File: config.mk
export PLATFORM = sky130hd
export DESIGN_NAME = ifetch_queue
export DESIGN_NICKNAME = d
export VERILOG_FILES = /design/src/rtl/ifetch_queue.sv
export SDC_FILE = /design/constraint.sdc
export NUM_CORES = 1
export LEC_CHECK = 0
export ABC_AREA = 1
export CAP_MARGIN = 20
export CORE_MARGIN = 2
export CORE_UTILIZATION = 63
export CTS_BUF_LIST = sky130_fd_sc_hd__clkbuf_4 sky130_fd_sc_hd__clkbuf_8
export CTS_CLUSTER_DIAMETER = 150
export DETAILED_ROUTE_END_ITERATION = 7
export GPL_ROUTABILITY_DRIVEN = 0
export PLACE_DENSITY = 0.87
export SLEW_MARGIN = 20
export SYNTH_ARGS = -nofsm -noshare
export SYNTH_HDL_FRONTEND = slang
export SYNTH_SLANG_ARGS = --single-unit
export TNS_END_PERCENT = 100
File: constraint.sdc
create_clock -name clk -period 2.4 [get_ports clk]
set_input_delay 0.36 -clock clk [delete_from_list [all_inputs] [get_ports clk]]
set_output_delay 0.36 -clock clk [all_outputs]
set_load 0.03 [all_outputs]
File: src/rtl/ifetch_queue.sv
`default_nettype none
// ============================================================================
//  Module   : ifetch_queue
//  Purpose  : Instruction prefetch queue. Issues sequential word fetches to a
//             shared RAM port, buffers returned words with their successor
//             PC, and presents the head entry to the fetch/decode register.
//             A redirect flushes the queue and restarts fetch at a new PC.
//  Revision : 1.0 - initial release
// ============================================================================
module ifetch_queue #(
  parameter int unsigned DEPTH    = 4,
  parameter logic [31:0] RESET_PC = 32'h0000_0000
) (
  input  logic        clk,
  input  logic        reset_n,
  input  logic        redirect,
  input  logic [31:0] redirect_pc,
  output logic        mem_req,
  output logic [31:0] mem_addr,
  input  logic        mem_gnt,
  input  logic        mem_rvalid,
  input  logic [31:0] mem_rdata,
  output logic        out_valid,
  input  logic        out_ready,
  output logic [31:0] out_ins,
  output logic [31:0] out_next_pc
);

  localparam int unsigned PW = (DEPTH > 1) ? $clog2(DEPTH) : 1;
  localparam int unsigned CW = $clog2(DEPTH + 1);
  localparam logic [CW:0] C_DEPTH     = (CW + 1)'(DEPTH);
  localparam logic [31:0] C_WORD_MASK = 32'hFFFF_FFFC;

  logic [31:0]   r_fetch_pc;
  logic          r_inflight;
  logic [31:0]   r_inflight_pc;
  logic [PW-1:0] r_wr_ptr;
  logic [PW-1:0] r_rd_ptr;
  logic [CW-1:0] r_count;
  logic [31:0]   r_ins_mem [DEPTH];
  logic [31:0]   r_npc_mem [DEPTH];

  logic [CW:0]   w_used;
  logic          w_issue;
  logic          w_push;
  logic          w_pop;
  logic [31:0]   w_redirect_pc;

  // Entries already held plus the one that may still land; a pop in the same
  // cycle deliberately earns no credit so the FIFO can never overflow.
  assign w_used        = {1'b0, r_count} + {{CW{1'b0}}, r_inflight};
  assign w_redirect_pc = redirect_pc & C_WORD_MASK;

  assign mem_req  = reset_n & ~redirect & (w_used < C_DEPTH);
  assign mem_addr = r_fetch_pc;

  assign w_issue  = mem_req & mem_gnt;
  assign w_push   = mem_rvalid & r_inflight & ~redirect;
  assign w_pop    = out_valid & out_ready & ~redirect;

  assign out_valid   = (r_count != '0);
  assign out_ins     = r_ins_mem[r_rd_ptr];
  assign out_next_pc = r_npc_mem[r_rd_ptr];

  // Fetch PC, outstanding-request tracking, pointers and occupancy.
  always_ff @(posedge clk or negedge reset_n) begin
    if (!reset_n) begin
      r_fetch_pc    <= RESET_PC & C_WORD_MASK;
      r_inflight    <= 1'b0;
      r_inflight_pc <= '0;
      r_wr_ptr      <= '0;
      r_rd_ptr      <= '0;
      r_count       <= '0;
    end else if (redirect) begin
      r_fetch_pc <= w_redirect_pc;
      r_inflight <= 1'b0;
      r_wr_ptr   <= '0;
      r_rd_ptr   <= '0;
      r_count    <= '0;
    end else begin
      r_inflight <= w_issue;
      if (w_issue) begin
        r_fetch_pc    <= r_fetch_pc + 32'd4;
        r_inflight_pc <= r_fetch_pc;
      end
      if (w_push) begin
        r_wr_ptr <= r_wr_ptr + PW'(1);
      end
      if (w_pop) begin
        r_rd_ptr <= r_rd_ptr + PW'(1);
      end
      if (w_push && !w_pop) begin
        r_count <= r_count + CW'(1);
      end else if (w_pop && !w_push) begin
        r_count <= r_count - CW'(1);
      end
    end
  end

  // Queue storage: the successor PC is stored directly so cleared entries
  // read back as zero on both output buses.
  always_ff @(posedge clk or negedge reset_n) begin
    if (!reset_n) begin
      for (int i = 0; i < int'(DEPTH); i++) begin
        r_ins_mem[i] <= '0;
        r_npc_mem[i] <= '0;
      end
    end else if (w_push) begin
      r_ins_mem[r_wr_ptr] <= mem_rdata;
      r_npc_mem[r_wr_ptr] <= r_inflight_pc + 32'd4;
    end
  end

endmodule
`default_nettype wire

==> flow_summary.yaml <==
logic_synthesis:
  synth-compound-area-share_pct: 14.2
  synth_top_family_by_area: "simple AND/OR/NAND/NOR gates"
  synth_cell_types: 35
  synthAdderAreaFrac_pct: 0.618
  synth_area_leaders: "dfrtp_1 51%, nand2_1 18%, o21ai_0 10%"
  ys_seq_area_share_pct: 51.4
  ys_seq_elements: 316
  syn_inst: 2006
  synth_area_um2: 15400
  synthArstFlopShare_pct: 100
  ys_warn_count: 0
  yosys.area_share.simple_pct: 25.6
  synth_mux_area_share_pct: 0
  synth_largest_area_cell: "dfrtp_1"
  yosys-top-cells-count: "718 x nand2_1, 316 x dfrtp_1, 310 x o21ai_0, 197 x nor2_1, 123 x inv_1"
  syn_avg_cell_area_um2: 7.67
  synthXorXnorAreaFrac_pct: 1.44
  synth_top_area_share_pct: 51.4
  yosysMostFrequentCell: "nand2_1"
  synth_edf_count: 0
  synth_ff_type: "dfrtp_1"
die:
  design.core.area_um2: 24200
  die_w_um: 160
  die_area_um2: 25700
  rows: 57
  initial_utilization_pct: 63.6
  die_h_um: 160
  boundaryPins: 168
worst_setup_path:
  crit_path_end_kind: "output pin"
  start_kind: "flip-flop"
  worstPathCellList: "clkinv_8, buf_16, nor2_1, o22ai_2, buf_12"
  worstPathMaxFanout: 30
  crit_path_max_incr_delay_ns: 0.58
  path_class: "flip-flop to output pin"
  cp.arrival_ns: 2.03
  cp.required_ns: 2.04
  worst_path_max_delay_cell: "dfrtp_4"
final_layout:
  final_area_um2: 18800
  num_antenna_cells: 0
  fin_nets: 2230
  finalNonFillerCells: 2518
  layout-drive-gt1-share_pct: 12.0
  area_growth_pct: 22.3
  fillers: 1617
power:
  clkPwrFrac_pct: 24.5
  p_seq_share_pct: 32.7
  p_sw_share_pct: 40.3
  p_per_area_nw_per_um2: 1110
  leakage_uw: 0.00939
  peakVddDrop_uv: 765
  total_power_uw: 20900
  comb_power_share_pct: 42.8
  p_int_uw: 12500
  p_sw_uw: 8420
detailed_routing:
  wire_per_inst_um: 17.6
  ant_nets: 0
  dr.max_layer_used: "met4"
  routed_via_density: 5.87
  wl_met2_mm: 21.3
  num_vias: 14800
  wl_met3_mm: 4.21
  wl_met1_mm: 16.9
  drt_iter0_markers: 1972
  drt_wl_total_mm: 44.3
  drc: 0
  firstDrtPassIters: 6
sta:
  slew_headroom_pct: 35.8
  setup_violations: 0
  timing.final.crit_share_pct: 99.7
  skew_ns: 0.0406
  finalHoldViolCount: 0
  timing.fmax_ghz: 0.418
  final.min_clock_period_ns: 2.39
  hold-worst-slack_ns: 0.208
  rsz0062_at_grt: "yes"
  worst_pin_slew_ns: 0.963
  slew_viol_final: 0
clock_network:
  insertion_delay_ns: 0.60
  clockRootBuffer: "clkbuf_8"
  clk_pin_slew_ns: 0.06
  ctsHtreeMaxLevel: 2
  cts_tree: "yes"
  cts_sinks: 316
  clockBufferDepth: 3
  cts_inserted_buffers: 51
global_route:
  grt-ovfl-total: 0
  antenna_found_initial: 0
  grt_max_degree: 82
  grt_pass1_wl_mm: 70.2
  grt_util_all_layers_pct: 33.7
  grt_pass1_vias: 14300
place:
  port_buffers: 161
  hpwl_mm: 26.2
  placed_area_um2: 17300
  place_inst: 2411
min_path:
  worstHoldPathType: "input pin to asynchronous set/reset pin"
run_status:
  status: "finished clean"
run:
  drv_cap: 0
## worst paths after layout
path                                                    from  depth (start not counted)  slack [ns]                   endpoint
worst min-delay path                                 reset_n                          2        0.21   r_ins_mem[6]$_DFFE_PN0P_
worst max register to register  r_inflight_pc[3]$_DFFE_PN0P_                         10        0.42  r_npc_mem[28]$_DFFE_PN0P_
worst min register to register     r_npc_mem[51]$_DFFE_PN0P_                          2        0.48  r_npc_mem[51]$_DFFE_PN0P_
min in group clk                             redirect_pc[18]                          3        0.36   mem_addr[18]$_DFFE_PN0P_
worst max-delay path                 r_rd_ptr[0]$_DFFE_PN0P_                          5       0.007            out_next_pc[29]
max in group asynchronous                            reset_n                          3        0.98    r_rd_ptr[0]$_DFFE_PN0P_
## cells in the final DEF (no fill, tap or decap), types with 5 or more instances in the layout
cell type,Yosys,layout
nand2_1,718,714
xor2_1,12,12
nor2_1,197,196
inv_1,123,122
clkinv_2,0,7
ha_1,6,6
clkbuf_4,0,13
nand3_1,57,56
o21ai_1,26,39
o22ai_2,0,14
inv_2,7,8
xor2_2,5,5
nand2_4,1,5
a21oi_1,6,6
dfrtp_1,316,314
clkdlybuf4s50_1,0,97
o211ai_1,9,9
buf_16,0,5
buf_12,0,24
nor2_2,14,15
o22ai_1,62,48
buf_4,5,68
o21ai_0,310,297
clkbuf_8,0,71
## per-stage QoR
step                setup TNS [ns]  setup WS [ns]  util [%]
floorplan                        0          0.536         -
global placement                 0         0.0505      71.6
detailed placement         -0.0821        -0.0306      71.6
CTS                        -0.0871        -0.0281      77.1
global route                -0.111        -0.0477      77.8
finish                           0        0.00710      77.8
## critical path, delay by kind of cell (launching register included)
family | cells | cell delay, ns
compound gates | 1 | 0.29
buf+inv | 3 | 0.48
flops | 1 | 0.58
simple gates | 1 | 0.09
## cell type report
type,count,area [um^2],share of cell area (%)
Clock buffer,84,1070,5.71
Clock inverter,10,81.3,0.432
Inverter,132,513,2.73
Multi-Input combinational cell,1449,6580,35.0
Sequential cell,316,7910,42.1
Tap cell,324,405,2.15
Timing Repair Buffer,202,2230,11.9
Timing Repair inverter,1,8.76,0.0466
## state kept, by name, summed over array words and instances, names as in the netlist
register       flops
r_wr_ptr           2
r_ins_mem        128
mem_addr          30
r_inflight_pc     30
r_count            3
r_rd_ptr           2
r_inflight         1
r_npc_mem        120
## routing by layer
layer / GRT usage, % / up-vias
li1: - / 6700
met1: 44.0 / 7039
met2: 56.2 / 887
met3: 5.84 / 161
met4: 13.9 / 0
met5: 0 / -
## timing repair
action	4_1_cts	5_1_grt
pin swaps	2	5
cloned	3	3
endpoints found under the hold margin	12	0
setup buffers	1	4
hold buffers	1	0
setup endpoints to repair	57	46
gates resized for setup	16	21
## kinds of logic (layout without fill, tap and decap cells)
family,after synthesis,in the layout
and+or+nand+nor,1002,1002
AOI/OAI and AO/OA,415,415
DFF,316,316
buffers and inverters,244,429
xor gates and xnor gates,21,21
adders and majority gates,7,7
other,1,4
## power groups by stage
stage	registers, uW	clock network, uW	logic [uW]
floorplan	6750	0	4730
global placement	6790	0	8040
detailed placement	6820	0	8200
CTS	6780	5130	8580
global route	6890	5390	9490
finish	6830	5130	8950
(Power assumes the default switching activity.)
